`src/rtl/uart_pkg.sv`:
```
// -----------------------------------------------------------------------------
// uart_pkg
// Shared definitions for the uart_param core: parity encodings, the TX and RX
// FSM state enums, the receiver oversample factor and the parity helper.
// -----------------------------------------------------------------------------
package uart_pkg;

   // Receiver oversample factor (ticks per bit period).
   localparam int OS = 16;

   // Parity mode encodings, matching the PARITY parameter of uart_param.
   localparam logic [1:0] PAR_NONE = 2'd0;
   localparam logic [1:0] PAR_ODD  = 2'd1;
   localparam logic [1:0] PAR_EVEN = 2'd2;

   typedef enum logic [2:0] {
      TX_IDLE   = 3'd0,
      TX_START  = 3'd1,
      TX_DATA   = 3'd2,
      TX_PARITY = 3'd3,
      TX_STOP   = 3'd4
   } tx_state_e;

   typedef enum logic [2:0] {
      RX_IDLE   = 3'd0,
      RX_START  = 3'd1,
      RX_DATA   = 3'd2,
      RX_PARITY = 3'd3,
      RX_STOP   = 3'd4
   } rx_state_e;

   // Parity bit for a payload. Narrower payloads are zero-extended, which
   // does not change the count of ones.
   function automatic logic calc_parity(input logic [7:0] data, input logic [1:0] mode);
      logic ones_odd;
      ones_odd = ^data;
      case (mode)
         PAR_ODD:  calc_parity = ~ones_odd;
         PAR_EVEN: calc_parity = ones_odd;
         default:  calc_parity = 1'b0;
      endcase
   endfunction

endpackage

```
`src/rtl/uart_baud_gen.sv`:
```
// -----------------------------------------------------------------------------
// uart_baud_gen
// Divide-by-DIV tick generator for the receiver oversample clock enable.
// A synchronous restart re-aligns the tick phase so that the first tick after
// restart arrives DIV cycles later.
// Ports:
//   clk     in  system clock
//   rst     in  asynchronous active-high reset
//   restart in  synchronous phase restart
//   tick    out one-cycle pulse every DIV clocks
// -----------------------------------------------------------------------------
module uart_baud_gen #(
   parameter int DIV = 1
) (
   input  logic clk,
   input  logic rst,
   input  logic restart,
   output logic tick
);

   localparam int CW = (DIV > 1) ? $clog2(DIV) : 1;
   localparam logic [CW-1:0] LAST = CW'(DIV - 1);

   logic [CW-1:0] cnt_r;
   logic [CW-1:0] cnt_nxt_s;
   logic          tick_r;

   // Next divider count: restart wins, otherwise wrap at LAST.
   always_comb begin
      cnt_nxt_s = cnt_r;
      if (restart) begin
         cnt_nxt_s = {CW{1'b0}};
      end else if (cnt_r == LAST) begin
         cnt_nxt_s = {CW{1'b0}};
      end else begin
         cnt_nxt_s = cnt_r + CW'(1);
      end
   end

   // Divider register; the tick is registered from the next count so it
   // lines up with the cycle in which the count sits at LAST.
   always_ff @(posedge clk or posedge rst) begin
      if (rst) begin
         cnt_r  <= {CW{1'b0}};
         tick_r <= 1'b0;
      end else begin
         cnt_r  <= cnt_nxt_s;
         tick_r <= (cnt_nxt_s == LAST);
      end
   end

   assign tick = tick_r;

endmodule

```
`src/rtl/uart_param.sv`:
```
// -----------------------------------------------------------------------------
// uart_param
// Parametrised full-duplex UART: start bit, DATA_BITS data bits LSB first,
// optional odd/even parity, STOP_BITS stop bits. The receiver oversamples 16x
// and flags parity and framing errors per frame.
// Ports:
//   clk, rst        system clock, asynchronous active-high reset
//   tx_start        send request, sampled only while tx_busy = 0
//   tx_data         payload, captured on acceptance
//   tx_busy         high while a frame is on the line
//   tx_done         one-cycle pulse in the last cycle of the frame
//   txd             serial output, idles high
//   rxd             serial input, asynchronous to clk
//   rx_data         last received payload
//   rx_valid        one-cycle pulse per received frame
//   rx_parity_err   parity mismatch for the frame flagged by rx_valid
//   rx_frame_err    first stop bit sampled low for that frame
// -----------------------------------------------------------------------------
module uart_param
   import uart_pkg::*;
#(
   parameter int CLK_HZ    = 50_000_000,
   parameter int BAUD      = 9600,
   parameter int DATA_BITS = 8,
   parameter int PARITY    = 2,
   parameter int STOP_BITS = 1
) (
   input  logic                 clk,
   input  logic                 rst,
   input  logic                 tx_start,
   input  logic [DATA_BITS-1:0] tx_data,
   output logic                 tx_busy,
   output logic                 tx_done,
   output logic                 txd,
   input  logic                 rxd,
   output logic [DATA_BITS-1:0] rx_data,
   output logic                 rx_valid,
   output logic                 rx_parity_err,
   output logic                 rx_frame_err
);

   localparam int BIT_CLKS   = (CLK_HZ + BAUD / 2) / BAUD;
   localparam int OS_DIV_RAW = (CLK_HZ + (OS * BAUD) / 2) / (OS * BAUD);
   localparam int OS_DIV     = (OS_DIV_RAW < 1) ? 1 : OS_DIV_RAW;
   localparam int STOP_CLKS  = STOP_BITS * BIT_CLKS;
   localparam int CNT_W      = $clog2(STOP_CLKS + 1);

   localparam logic [CNT_W-1:0] BIT_LAST  = CNT_W'(BIT_CLKS - 1);
   localparam logic [CNT_W-1:0] STOP_LAST = CNT_W'(STOP_CLKS - 1);
   localparam logic [2:0]       DATA_LAST = 3'(DATA_BITS - 1);
   localparam logic [1:0]       PAR_MODE  = 2'(PARITY);
   localparam logic             HAS_PAR   = (PARITY != 0);
   localparam logic [3:0]       OS_MID    = 4'(OS / 2 - 1);
   localparam logic [3:0]       OS_LAST   = 4'(OS - 1);

   if (DATA_BITS < 5 || DATA_BITS > 8 || PARITY < 0 || PARITY > 2 ||
       STOP_BITS < 1 || STOP_BITS > 2) begin : g_param_err
      $error("uart_param: DATA_BITS, PARITY or STOP_BITS out of range");
   end

   // ------------------------------------------------------------------ TX
   tx_state_e            tx_state_r, tx_state_n;
   logic [CNT_W-1:0]     tx_cnt_r, tx_cnt_n;
   logic [2:0]           tx_idx_r, tx_idx_n;
   logic [DATA_BITS-1:0] tx_data_r, tx_data_n;
   logic                 tx_line_n;
   logic                 tx_done_n;
   logic                 txd_r, tx_busy_r, tx_done_r;

   // TX next-state: each state is held for its bit time, counter reloads on change.
   always_comb begin
      tx_state_n = tx_state_r;
      tx_cnt_n   = tx_cnt_r;
      tx_idx_n   = tx_idx_r;
      tx_data_n  = tx_data_r;
      case (tx_state_r)
         TX_IDLE: begin
            if (tx_start) begin
               tx_state_n = TX_START;
               tx_cnt_n   = {CNT_W{1'b0}};
               tx_idx_n   = 3'd0;
               tx_data_n  = tx_data;
            end else begin
               tx_state_n = TX_IDLE;
            end
         end
         TX_START: begin
            if (tx_cnt_r == BIT_LAST) begin
               tx_state_n = TX_DATA;
               tx_cnt_n   = {CNT_W{1'b0}};
            end else begin
               tx_cnt_n = tx_cnt_r + CNT_W'(1);
            end
         end
         TX_DATA: begin
            if (tx_cnt_r == BIT_LAST) begin
               tx_cnt_n = {CNT_W{1'b0}};
               if (tx_idx_r == DATA_LAST) begin
                  tx_idx_n   = 3'd0;
                  tx_state_n = HAS_PAR ? TX_PARITY : TX_STOP;
               end else begin
                  tx_idx_n = tx_idx_r + 3'd1;
               end
            end else begin
               tx_cnt_n = tx_cnt_r + CNT_W'(1);
            end
         end
         TX_PARITY: begin
            if (tx_cnt_r == BIT_LAST) begin
               tx_state_n = TX_STOP;
               tx_cnt_n   = {CNT_W{1'b0}};
            end else begin
               tx_cnt_n = tx_cnt_r + CNT_W'(1);
            end
         end
         TX_STOP: begin
            if (tx_cnt_r == STOP_LAST) begin
               tx_state_n = TX_IDLE;
               tx_cnt_n   = {CNT_W{1'b0}};
            end else begin
               tx_cnt_n = tx_cnt_r + CNT_W'(1);
            end
         end
         default: begin
            tx_state_n = TX_IDLE;
            tx_cnt_n   = {CNT_W{1'b0}};
            tx_idx_n   = 3'd0;
         end
      endcase
   end

   // TX line level and done flag for the next cycle, so the outputs can be registered.
   always_comb begin
      tx_line_n = 1'b1;
      case (tx_state_n)
         TX_START:  tx_line_n = 1'b0;
         TX_DATA:   tx_line_n = tx_data_n[tx_idx_n];
         TX_PARITY: tx_line_n = calc_parity(8'(tx_data_n), PAR_MODE);
         TX_STOP:   tx_line_n = 1'b1;
         default:   tx_line_n = 1'b1;
      endcase
      tx_done_n = (tx_state_n == TX_STOP) && (tx_cnt_n == STOP_LAST);
   end

   // TX state and registered outputs.
   always_ff @(posedge clk or posedge rst) begin
      if (rst) begin
         tx_state_r <= TX_IDLE;
         tx_cnt_r   <= {CNT_W{1'b0}};
         tx_idx_r   <= 3'd0;
         tx_data_r  <= {DATA_BITS{1'b0}};
         txd_r      <= 1'b1;
         tx_busy_r  <= 1'b0;
         tx_done_r  <= 1'b0;
      end else begin
         tx_state_r <= tx_state_n;
         tx_cnt_r   <= tx_cnt_n;
         tx_idx_r   <= tx_idx_n;
         tx_data_r  <= tx_data_n;
         txd_r      <= tx_line_n;
         tx_busy_r  <= (tx_state_n != TX_IDLE);
         tx_done_r  <= tx_done_n;
      end
   end

   assign txd     = txd_r;
   assign tx_busy = tx_busy_r;
   assign tx_done = tx_done_r;

   // ------------------------------------------------------------------ RX
   logic                 rxd_meta_r, rxd_sync_r, rxd_prev_r;
   logic                 fall_s;
   logic                 os_tick_s;
   logic                 restart_s;
   logic                 deliver_s;
   rx_state_e            rx_state_r, rx_state_n;
   logic [3:0]           rx_tick_r, rx_tick_n;
   logic [2:0]           rx_idx_r, rx_idx_n;
   logic [DATA_BITS-1:0] rx_shift_r, rx_shift_n;
   logic                 rx_perr_r, rx_perr_n;
   logic [DATA_BITS-1:0] rx_data_r;
   logic                 rx_valid_r, rx_parity_err_r, rx_frame_err_r;

   // Two-flop synchroniser plus one history flop for falling-edge detection.
   always_ff @(posedge clk or posedge rst) begin
      if (rst) begin
         rxd_meta_r <= 1'b1;
         rxd_sync_r <= 1'b1;
         rxd_prev_r <= 1'b1;
      end else begin
         rxd_meta_r <= rxd;
         rxd_sync_r <= rxd_meta_r;
         rxd_prev_r <= rxd_sync_r;
      end
   end

   assign fall_s = rxd_prev_r & ~rxd_sync_r;

   uart_baud_gen #(
      .DIV(OS_DIV)
   ) u_baud_gen (
      .clk    (clk),
      .rst    (rst),
      .restart(restart_s),
      .tick   (os_tick_s)
   );

   // RX next-state: start bit checked at tick 8, then one sample every 16 ticks.
   always_comb begin
      rx_state_n = rx_state_r;
      rx_tick_n  = rx_tick_r;
      rx_idx_n   = rx_idx_r;
      rx_shift_n = rx_shift_r;
      rx_perr_n  = rx_perr_r;
      restart_s  = 1'b0;
      deliver_s  = 1'b0;
      case (rx_state_r)
         RX_IDLE: begin
            if (fall_s) begin
               rx_state_n = RX_START;
               rx_tick_n  = 4'd0;
               rx_idx_n   = 3'd0;
               rx_perr_n  = 1'b0;
               restart_s  = 1'b1;
            end else begin
               rx_state_n = RX_IDLE;
            end
         end
         RX_START: begin
            if (os_tick_s) begin
               if (rx_tick_r == OS_MID) begin
                  rx_tick_n  = 4'd0;
                  // A high line at mid-start is a glitch, not a frame.
                  rx_state_n = rxd_sync_r ? RX_IDLE : RX_DATA;
               end else begin
                  rx_tick_n = rx_tick_r + 4'd1;
               end
            end else begin
               rx_tick_n = rx_tick_r;
            end
         end
         RX_DATA: begin
            if (os_tick_s) begin
               if (rx_tick_r == OS_LAST) begin
                  rx_tick_n  = 4'd0;
                  rx_shift_n = {rxd_sync_r, rx_shift_r[DATA_BITS-1:1]};
                  if (rx_idx_r == DATA_LAST) begin
                     rx_idx_n   = 3'd0;
                     rx_state_n = HAS_PAR ? RX_PARITY : RX_STOP;
                  end else begin
                     rx_idx_n = rx_idx_r + 3'd1;
                  end
               end else begin
                  rx_tick_n = rx_tick_r + 4'd1;
               end
            end else begin
               rx_tick_n = rx_tick_r;
            end
         end
         RX_PARITY: begin
            if (os_tick_s) begin
               if (rx_tick_r == OS_LAST) begin
                  rx_tick_n  = 4'd0;
                  rx_perr_n  = rxd_sync_r ^ calc_parity(8'(rx_shift_r), PAR_MODE);
                  rx_state_n = RX_STOP;
               end else begin
                  rx_tick_n = rx_tick_r + 4'd1;
               end
            end else begin
               rx_tick_n = rx_tick_r;
            end
         end
         RX_STOP: begin
            if (os_tick_s) begin
               if (rx_tick_r == OS_LAST) begin
                  rx_tick_n  = 4'd0;
                  deliver_s  = 1'b1;
                  rx_state_n = RX_IDLE;
               end else begin
                  rx_tick_n = rx_tick_r + 4'd1;
               end
            end else begin
               rx_tick_n = rx_tick_r;
            end
         end
         default: begin
            rx_state_n = RX_IDLE;
            rx_tick_n  = 4'd0;
            rx_idx_n   = 3'd0;
         end
      endcase
   end

   // RX state and registered outputs; payload and flags change only on delivery.
   always_ff @(posedge clk or posedge rst) begin
      if (rst) begin
         rx_state_r      <= RX_IDLE;
         rx_tick_r       <= 4'd0;
         rx_idx_r        <= 3'd0;
         rx_shift_r      <= {DATA_BITS{1'b0}};
         rx_perr_r       <= 1'b0;
         rx_data_r       <= {DATA_BITS{1'b0}};
         rx_valid_r      <= 1'b0;
         rx_parity_err_r <= 1'b0;
         rx_frame_err_r  <= 1'b0;
      end else begin
         rx_state_r <= rx_state_n;
         rx_tick_r  <= rx_tick_n;
         rx_idx_r   <= rx_idx_n;
         rx_shift_r <= rx_shift_n;
         rx_perr_r  <= rx_perr_n;
         rx_valid_r <= deliver_s;
         if (deliver_s) begin
            rx_data_r       <= rx_shift_r;
            rx_parity_err_r <= rx_perr_r;
            rx_frame_err_r  <= ~rxd_sync_r;
         end
      end
   end

   assign rx_data       = rx_data_r;
   assign rx_valid      = rx_valid_r;
   assign rx_parity_err = rx_parity_err_r;
   assign rx_frame_err  = rx_frame_err_r;

endmodule

```
`config.mk`:
```
export PLATFORM = sky130hd
export DESIGN_NAME = uart_param
export DESIGN_NICKNAME = d
export VERILOG_FILES = /design/src/rtl/uart_pkg.sv /design/src/rtl/uart_baud_gen.sv /design/src/rtl/uart_param.sv
export SDC_FILE = /design/constraint.sdc
export NUM_CORES = 1
export LEC_CHECK = 0
export CORE_AREA = 2 2 101 103
export DETAILED_ROUTE_END_ITERATION = 8
export DIE_AREA = 0 0 103 105
export GPL_ROUTABILITY_DRIVEN = 0
export PLACE_DENSITY = 0.62
export RECOVER_POWER = 100
export SETUP_SLACK_MARGIN = 0.3
export SYNTH_ARGS = -nofsm -noshare
export SYNTH_HDL_FRONTEND = slang
export SYNTH_SLANG_ARGS = --single-unit
export TNS_END_PERCENT = 30
```
`constraint.sdc`:
```
create_clock -name clk -period 3.5 [get_ports clk]
set_input_delay 0.7 -clock clk [delete_from_list [all_inputs] [get_ports clk]]
set_output_delay 0.7 -clock clk [all_outputs]
set_load 0.02 [all_outputs]
```
# After elaboration in Yosys (flattened, before gate mapping)
# Cells that the tools add are included.
# classes
muxes	56
magnitude_cmp	1
n_reduce_logical	16
bitwise_logic	4
n_eq_ne	31
addsub	5
# op_table
cell	n
two-way mux 3 bit	21
one-hot mux 3 bit (5 select lines)	2
equality test 13 bit, second input constant	2
two-way mux 13 bit	2
one-hot mux 13 bit (2 select lines)	1
two-way mux 4 bit	5
equality test 3 x 2 -> 1 bit, second input constant	6
equality test 9 bit, second input constant	2
two-way mux 9 bit	2
one-hot mux 3 bit (3 select lines)	2
two-way mux 8 bit	2
parity 8 bit	2
equality test 3 bit, second input constant	5
two-way mux 1 bit	14
adder 13 x 1 -> 13 bit, second input constant	1
!= test 2 bit, second input constant	6
one-hot mux 4 bit (3 select lines)	1
!= test 2 x 1 -> 1 bit, second input constant	5
adder 9 x 1 -> 9 bit, second input constant	1
equality test 3 x 1 -> 1 bit, second input constant	3
AND reduction 9 bit	1
OR reduction 3 bit	3
AND reduction 4 bit	2
adder 3 x 1 -> 3 bit, second input constant	2
other kinds (17)	20
# word_totals
out_inout_bits	14
regBits	73

# Depth between registers and ports, before layout
# Gate-level depths: netlist of the first run.
# logic_depth
word_depth	8
ltp_mapped	10

# Cells and area by module
# A second synthesis of the first run with hierarchy kept.
# unflattened
cells_unflattened	398
hier_area_um2	3891.2
# by_module_without_submodules
mod	area_per_inst_um2	cells_each	instances
uart_param	3348.2	344	1
uart_baud_gen	543.0	54	1

# Least setup slack after synthesis of the first run
# OpenSTA, ideal clock, no wires.
# synth_timing
path_kind	reg2reg
startpoint	register tx_cnt_r[0]
endpoint	register tx_done_r (netlist: tx_done)
path_stages_with_launch	10
setup_time_ps	95
slack_ps	1081
arrival_ps	2324
period_less_slack_ps	2419
path_cell_list	dfrtp_1 -> ha_1 -> and4bb_1 -> and3_4 -> buf_6 -> or2_4 -> a21oi_2 -> o2111ai_1 -> or4b_1 -> nor4b_2
# synth_between
elab_chain_cells	5
word_cells_on_any_way	13
classes_between	add/sub: 1; eq/ne: 3; mux: 8; reduce/logical: 1
# synth_lines
item	line	rtl
from (decl)	uart_param.sv:63	logic [CNT_W-1:0] tx_cnt_r, tx_cnt_n;
from (signal assigned)	uart_param.sv:149	tx_cnt_r <= {CNT_W{1'b0}};
from (signal assigned)	uart_param.sv:157	tx_cnt_r <= tx_cnt_n;
adder 13 x 1 -> 13 bit or equality test 13 bit (tied branches)	--	
two-way mux 13 bit, or another cell as far along	--	
one-hot mux 13 bit (2 select lines) or one-hot mux 3 bit (5 select lines) (tied branches)	uart_param.sv:76	case (tx_state_r)
equality test 13 bit or equality test 3 bit (tied branches)	uart_param.sv:142	tx_done_n = (tx_state_n == TX_STOP) && (tx_cnt_n == STOP_LAST);
logical AND 1 bit (*)	uart_param.sv:142	
named net tx_done_n	uart_param.sv:67	logic tx_done_n;
to (signal assigned)	uart_param.sv:162	tx_done_r <= tx_done_n;
to (decl)	uart_param.sv:68	logic txd_r, tx_busy_r, tx_done_r;
# Mark *: on every way through the listed nets, which the timed path passes. The rest lies on a longest branch.
# A chain may end at the register's enable or synchronous reset.

# Final worst setup path of the first run
# layout_timing
startpoint	input tx_start
endpoint	register tx_done_r (netlist: tx_done)
# layout_between
elab_chain_cells	4
word_cells_on_any_way	7
classes_between	eq/ne: 2; mux: 4; reduce/logical: 1
# layout_lines
item	line	rtl
from (decl)	uart_param.sv:30	input logic tx_start,
two-way mux 13 bit or two-way mux 1 bit (tied branches)	uart_param.sv:78	if (tx_start) begin
one-hot mux 13 bit (2 select lines) or one-hot mux 3 bit (5 select lines) (tied branches)	uart_param.sv:76	
equality test 13 bit or equality test 3 bit (tied branches)	uart_param.sv:142	
logical AND 1 bit (*)	uart_param.sv:142	
named net tx_done_n	uart_param.sv:67	
# Marked as above.

==> run summary, run 1 <==
CTS
-------------------------------------------------------------------------------------
Clk Tree Root Cell ..................................................... sky130_fd_sc_hd__clkbuf_8
Register clock-pin slew on the reported worst setup and hold paths .....        80 ps
Number of buffers added for setup after CTS ............................            0
Resized Gates After CTS ................................................            0
Maximum number of buffers from clock root to sink ......................            2
Total number of clock tree sinks .......................................           73
Number of buffers inserted during clock tree synthesis .................            9
CTS Hold Bufs ..........................................................            0
Clock latency on the worst-skew pair ...................................       340 ps
Clock tree from TritonCTS ..............................................        built
H-Tree Depth ...........................................................            3

STA
-------------------------------------------------------------------------------------
Final sum of negative setup slack ......................................         0 ps
Rel. slew slack ........................................................        18.9%
Final setup viols ......................................................            0
Fin Clk Skew ...........................................................      6.26 ps
Count of pins over their slew limit ....................................            0
Setup slack after layout ...............................................       520 ps
Ratio of final minimum period to clock period ..........................        85.1%
RSZ-0062 raised after global routing ...................................           no
Worst-margin pin slew ..................................................      1210 ps
Number of endpoints with negative hold slack in the final report .......            0
WHS ....................................................................       367 ps
Final critical path time including I/O delays and setup ................      2980 ps
Maximum achievable frequency ...........................................      336 MHz

LOGIC SYNTHESIS
-------------------------------------------------------------------------------------
Syn_area_per_cell ......................................................   10.2 sq um
Main combinational cell family by area after synthesis ................. simple AND/OR/NAND/NOR gates
Post-synthesis share of cell area spent on and, or, nand and nor gates .        20.4%
Share of the yosys chip area belonging to registers ....................        48.5%
Area share of the largest cell type after synthesis ....................        45.8%
Synth Net Count ........................................................          390
Fraction of registers with async set or reset after synthesis ..........         100%
Fraction of synthesized area in multiplexers ...........................        6.17%
Count of yosys warnings during synthesis ...............................            0
Distinct cells, synth ..................................................           59
Post-synthesis cell count ..............................................          370
Adder-Cell Fraction of Synth Area ......................................        2.65%
Number of flops mapped to enable cells by yosys ........................            0
Primary FF master, synth ............................................... sky130_fd_sc_hd__dfrtp_1
Post-synthesis share of cell area spent on xor and xnor gates ..........        7.29%
Synthesized-area fraction occupied by ao, oa, aoi and oai cells ........        11.8%
Cell type with the largest total area after synthesis .................. sky130_fd_sc_hd__dfrtp_1
FF+latch count, synth ..................................................           73
Area contributors post-synth ........................................... sky130_fd_sc_hd__dfrtp_1 (46%), sky130_fd_sc_hd__mux2_2 (5.4%), sky130_fd_sc_hd__nand2_1 (4.9%), sky130_fd_sc_hd__xnor2_1 (3.9%), sky130_fd_sc_hd__o21ai_0 (3.2%)
Post-synthesis instance area ........................................... 0.00377 sq mm

FLOORPLAN
-------------------------------------------------------------------------------------
Number of cell rows ....................................................           36
Core region area ....................................................... 0.00964 sq mm
Floorplan die area ..................................................... 0.0108 sq mm
Initial standard-cell utilization of the core ..........................        39.1%
Width of the die .......................................................  103 microns
Die height .............................................................  105 microns
Number of top-level design ports .......................................           26

CRITICAL PATH
-------------------------------------------------------------------------------------
R2R Path End ...........................................................      tx_done
Setup slack on the worst flop-to-flop path .............................       660 ps
Worst reg2reg startpoint ...............................................  tx_cnt_r[0]
Critical path peak fanout ..............................................           12
WP data required .......................................................      3740 ps
Critical Path Start Type ...............................................   input port
Cell depth of the worst flop-to-flop path ..............................            7
Class of the most critical setup path ..................................       in2reg
Data arrival time of the worst path ....................................      3220 ps
Crit. End Element ......................................................    flip-flop

PLACEMENT
-------------------------------------------------------------------------------------
Post-placement worst setup slack .......................................       237 ps
Hpwl dp ................................................................      5.16 mm
Port Buffer Count ......................................................           25
Placed standard-cell area .............................................. 0.00415 sq mm

FINAL LAYOUT
-------------------------------------------------------------------------------------
Final instance area .................................................... 0.00435 sq mm
Most common cell after layout, fill and taps aside ..................... sky130_fd_sc_hd__dfrtp_1
Commonest cells after routing, fill and taps aside ..................... sky130_fd_sc_hd__dfrtp_1 (69), sky130_fd_sc_hd__nand2_1 (49), sky130_fd_sc_hd__nor2_1 (26), sky130_fd_sc_hd__o21ai_0 (26)
P&R area growth vs syn .................................................        15.2%
Fill cells .............................................................          952
Diodes inserted ........................................................            0
Final Net Count ........................................................          418
Layout cell share with drive strength beyond 1 .........................        11.2%

DRT
-------------------------------------------------------------------------------------
Iter 0 DRT Violations ..................................................          109
DRC Markers ............................................................            0
Number of iterations in the first detailed-routing pass ................            6
Total Wirelength .......................................................      7.26 mm
Number of vias per cell after detailed routing .........................         5.15
Detailed-route via count ...............................................         2759
Remaining antenna violation count after routing ........................            0
Detail-routed net length per standard cell ............................. 13.5 microns

POWER
-------------------------------------------------------------------------------------
P per Cell Area ........................................................  460 mW/mm^2
Overall power ..........................................................    0.00200 W
VDD IR-drop max ........................................................   0.000265 V
Leak ...................................................................      1.92 nW

WORST HOLD PATH
-------------------------------------------------------------------------------------
Worst min path class ...................................................      reg2reg
Source of the worst hold timing path ...................................   rxd_meta_r
Count of cells along the worst hold path ...............................            0
Endpoint of the worst hold-timing path .................................   rxd_sync_r

GRT
-------------------------------------------------------------------------------------
Overflow left after global routing .....................................            0
Via count of the first global-routing pass .............................         2626
Largest net degree at the start of global routing ......................           43
Initial antenna violation count ........................................            0
Total track usage ......................................................        14.8%
Wire length of the first global-routing pass ...........................      12.7 mm

JOB
-------------------------------------------------------------------------------------
Maximum Capacitance Violations .........................................            0

RUN STATUS
-------------------------------------------------------------------------------------
Outcome ................................................................ finished, final reports clean

[power breakdown]
group	internal, W	switching [W]
clock network	0.000409	0.000343
logic	0.000120	0.000159
registers	0.000897	0.0000708
total	0.00143	0.000574
[routing by layer]
metal,vias up,global-route usage [%],wire (microns)
li1,1373,-,-
met3,10,4.62,237
met1,1325,20.7,3540
met2,51,22.6,3390
met4,0,3.20,85
met5,-,0,0
[critical path, stage by stage]
cell	delay, ps
sky130_fd_sc_hd__dlygate4sd3_1	610
sky130_fd_sc_hd__nor4_1	180
sky130_fd_sc_hd__clkbuf_1	460
sky130_fd_sc_hd__o21ai_0	180
sky130_fd_sc_hd__a21oi_2	160
sky130_fd_sc_hd__o2111ai_1	130
sky130_fd_sc_hd__or4b_1	490
sky130_fd_sc_hd__nor4b_1	300
[worst max-delay path by stage]
stage	start	cells after the start	endpoint
6_report	tx_start	8	tx_done
5_1_grt	rst	3	rx_idx_r[0]
4_1_cts	tx_start	8	txd
3_5_place_dp	tx_start	8	txd
3_3_place_gp	tx_start	8	txd
2_1_floorplan	rst	1	rx_data[0]
[per-stage QoR]
stage | std cells | util [%]
final | 536 | 45.1
after global routing | 536 | 45.1
after CTS | 536 | 45.4
after detailed placement | 520 | 43.1
after global placement | 520 | 43.1
after floorplan | 370 | -
[kinds of logic after synthesis]
| logic type | count (synthesis) |
|---|---|
| flip-flops | 73 |
| buffers and inverters | 24 |
| AND/OR/NAND/NOR | 143 |
| AO/OA/AOI/OAI | 72 |
| multiplexers | 21 |
| adder cells (fa/ha/maj) | 8 |
| XOR/XNOR | 29 |
[sequential cells by signal (all words and copies together), names as in the netlist, 3 cells and up]
register and count:
tx_cnt_r 13, u_baud_gen.cnt_r 9, rx_data 8, rx_shift_r 8, tx_data_r 8, rx_tick_r 4, rx_idx_r 3, rx_state_r 3
tx_idx_r 3, tx_state_r 3
[area by class of cell]
cell class / count / area, sq um / area share (%)
Sequential cell: 73 / 1830 / 42.1
Multi-Input combinational cell: 273 / 1810 / 41.7
Timing Repair Buffer: 27 / 259 / 5.96
Tap cell: 133 / 166 / 3.83
Clock buffer: 9 / 124 / 2.85
Clock inverter: 7 / 103 / 2.36
Inverter: 14 / 52.6 / 1.21
[cells in the mapped netlist, drive strengths merged (2+ instances only)]
library cell / number
dfrtp: 69
nand2: 49
nor2: 27
o21ai: 26
mux2: 18
xnor2: 18
a21oi: 17
nand3: 17
inv: 14
xor2: 10
ha: 8
o31ai: 7
buf: 6
nor2b: 5
nor3: 5
or3: 5
clkbuf: 4
dfstp: 4
nand2b: 4
nand4: 4
nand4b: 4
nor4: 4
or4b: 4
and4bb: 3
mux2i: 3
o22ai: 3
a211oi: 2
a21o: 2
a311oi: 2
a31oi: 2
and2: 2
and3: 2
nor3b: 2
nor4b: 2
o211ai: 2
o32ai: 2
Note: power is estimated with default switching activity, not from simulation.
==> run 2: changes to the inputs <==
--- a/config.mk
+++ b/config.mk
@@ -9,6 +9,7 @@
 export DETAILED_ROUTE_END_ITERATION = 8
 export DIE_AREA = 0 0 103 105
 export GPL_ROUTABILITY_DRIVEN = 0
+export GPL_TIMING_DRIVEN = 0
 export PLACE_DENSITY = 0.62
 export RECOVER_POWER = 100
 export SETUP_SLACK_MARGIN = 0.3
==> run summary, run 2 (synthesis results as in run 1) <==
RUN STATUS
---------------------------------------------------------------------------------
Outcome ............................................................ finished with violations
Violated checks .................................................... capacitance limit, slew limit

STA
---------------------------------------------------------------------------------
Ratio of final minimum period to clock period ......................        89.0%
WHS ................................................................       364 ps
Fin Clk Skew .......................................................      12.3 ps
Final critical path time including I/O delays and setup ............      3110 ps
Number of endpoints with negative hold slack in the final report ...            0
Maximum achievable frequency .......................................      321 MHz
RSZ-0062 raised after global routing ...............................           no
Worst-margin pin slew ..............................................      1740 ps
Rel. slew slack ....................................................       -16.2%
Setup slack after layout ...........................................       387 ps
Final setup viols ..................................................            0
Count of pins over their slew limit ................................           74

FLOORPLAN
---------------------------------------------------------------------------------
Core region area ................................................... 0.00964 sq mm
Number of cell rows ................................................           36
Width of the die ...................................................  103 microns
Floorplan die area ................................................. 0.0108 sq mm
Number of top-level design ports ...................................           26
Die height .........................................................  105 microns
Initial standard-cell utilization of the core ......................        39.1%

DRT
---------------------------------------------------------------------------------
Number of vias per cell after detailed routing .....................         5.18
Iter 0 DRT Violations ..............................................          112
Total Wirelength ...................................................      7.35 mm
DRC Markers ........................................................            0
Detailed-route via count ...........................................         2822
Remaining antenna violation count after routing ....................            0
Number of iterations in the first detailed-routing pass ............            4
Detail-routed net length per standard cell ......................... 13.5 microns

FINAL LAYOUT
---------------------------------------------------------------------------------
P&R area growth vs syn .............................................        15.4%
Diodes inserted ....................................................            0
Layout cell share with drive strength beyond 1 .....................        12.1%
Final Net Count ....................................................          427
Max FFs per register ...............................................           13
Final instance area ................................................ 0.00435 sq mm
Biggest register ...................................................     tx_cnt_r
Largest regs ....................................................... tx_cnt_r: 13 flops, u_baud_gen.cnt_r: 9 flops
Most common cell after layout, fill and taps aside ................. sky130_fd_sc_hd__dfrtp_1
Commonest cells after routing, fill and taps aside ................. sky130_fd_sc_hd__dfrtp_1 (69), sky130_fd_sc_hd__nand2_1 (49), sky130_fd_sc_hd__nor2_1 (26), sky130_fd_sc_hd__o21ai_0 (26)
Final core utilization .............................................        45.2%

PLACEMENT
---------------------------------------------------------------------------------
Hpwl dp ............................................................      5.15 mm
Post-placement worst setup slack ...................................       262 ps
Port Buffer Count ..................................................           25
Placed standard-cell area .......................................... 0.00422 sq mm

CTS
---------------------------------------------------------------------------------
Clock tree from TritonCTS ..........................................        built
Resized Gates After CTS ............................................            0
Register clock-pin slew on the reported worst setup and hold paths .        80 ps
Maximum number of buffers from clock root to sink ..................            2
Clock latency on the worst-skew pair ...............................       350 ps
Number of buffers inserted during clock tree synthesis .............            9
H-Tree Depth .......................................................            3
Clk Tree Root Cell ................................................. sky130_fd_sc_hd__clkbuf_8
CTS Hold Bufs ......................................................            0
Number of buffers added for setup after CTS ........................            0
Total number of clock tree sinks ...................................           73

CRITICAL PATH
---------------------------------------------------------------------------------
Cell depth of the worst flop-to-flop path ..........................           10
Worst reg2reg startpoint ...........................................  tx_cnt_r[0]
R2R Path End .......................................................      tx_done
WP data required ...................................................      3740 ps
Critical Path Start Type ...........................................   input port
Crit. End Element ..................................................    flip-flop
Data arrival time of the worst path ................................      3350 ps
Critical path peak fanout ..........................................           10
Class of the most critical setup path ..............................       in2reg
Setup slack on the worst flop-to-flop path .........................       440 ps

GRT
---------------------------------------------------------------------------------
Wire length of the first global-routing pass .......................      13.1 mm
Largest net degree at the start of global routing ..................           74
Via count of the first global-routing pass .........................         2822
Overflow left after global routing .................................            0
Initial antenna violation count ....................................            0
Total track usage ..................................................        15.0%

POWER
---------------------------------------------------------------------------------
Switching power of the nets ........................................   0.000578 W
P per Cell Area ....................................................  429 mW/mm^2
Internal power summed over all cells ...............................    0.00129 W
Leak ...............................................................      1.92 nW
Overall power ......................................................    0.00187 W
Power share of the combinational group .............................        16.2%
Clock network power share ..........................................        33.1%
VDD IR-drop max ....................................................   0.000187 V
Sequential power share .............................................        50.8%
Fraction of power spent switching nets .............................        30.9%

WORST HOLD PATH
---------------------------------------------------------------------------------
Count of cells along the worst hold path ...........................            0
Source of the worst hold timing path ...............................   rxd_meta_r
Worst min path class ...............................................      reg2reg
Endpoint of the worst hold-timing path .............................   rxd_sync_r

JOB
---------------------------------------------------------------------------------
Maximum Capacitance Violations .....................................            1

-- run 2: power by group through the flow --
stage | Clock [W] | Sequential (W) | Combinational (W)
after floorplan | 0 | 0.000952 | 0.000243
after global placement | 0 | 0.000963 | 0.000303
after detailed placement | 0 | 0.000964 | 0.000312
after CTS | 0.000642 | 0.000948 | 0.000314
after global routing | 0.000671 | 0.000959 | 0.000354
final | 0.000618 | 0.000948 | 0.000302
-- run 2: worst max path at each step --
stage,to,from,depth (start not counted),slack [ps]
floorplan,rx_data[0],rst,1,950
global placement,tx_cnt_r[7],rst,2,-280
detailed placement,txd,tx_start,8,260
CTS,txd,tx_start,8,620
global route,tx_done,tx_start,8,200
finish,tx_done,tx_start,8,390
-- run 2: per-stage QoR --
| stage | setup TNS [ps] | std cells |
|---|---|---|
| global route | 0 | 545 |
| detailed placement | 0 | 529 |
| global placement | -19060 | 528 |
| CTS | 0 | 545 |
| floorplan | 0 | 370 |
| finish | 0 | 545 |
-- run 2: final cells by class --
| class | count | area [sq um] |
|---|---|---|
| buffer | 10 | 55.1 |
| clock buffer | 9 | 124 |
| clock inverter | 7 | 60.1 |
| fill | 956 | 5290 |
| inverter | 14 | 53.8 |
| multi-input combinational | 273 | 1810 |
| sequential | 73 | 1830 |
| tap | 133 | 166 |
| timing repair buffer | 26 | 255 |
-- run 2: worst max-delay path: stages --
cell	delay (ps)
sky130_fd_sc_hd__dlygate4sd3_1	640
sky130_fd_sc_hd__nor4_1	370
sky130_fd_sc_hd__clkbuf_1	420
sky130_fd_sc_hd__nand2_1	90
sky130_fd_sc_hd__o21ai_0	130
sky130_fd_sc_hd__o2111ai_1	170
sky130_fd_sc_hd__or4b_1	520
sky130_fd_sc_hd__nor4b_1	310
-- run 2: metal layers --
layer  wire, microns  GRT usage [%]  vias to the layer above
met1            3460           19.4                     1380
met4              36           3.57                        0
met5               0              0                        -
met3             246           4.62                        4
li1                -              -                     1394
met2            3610           24.4                       44
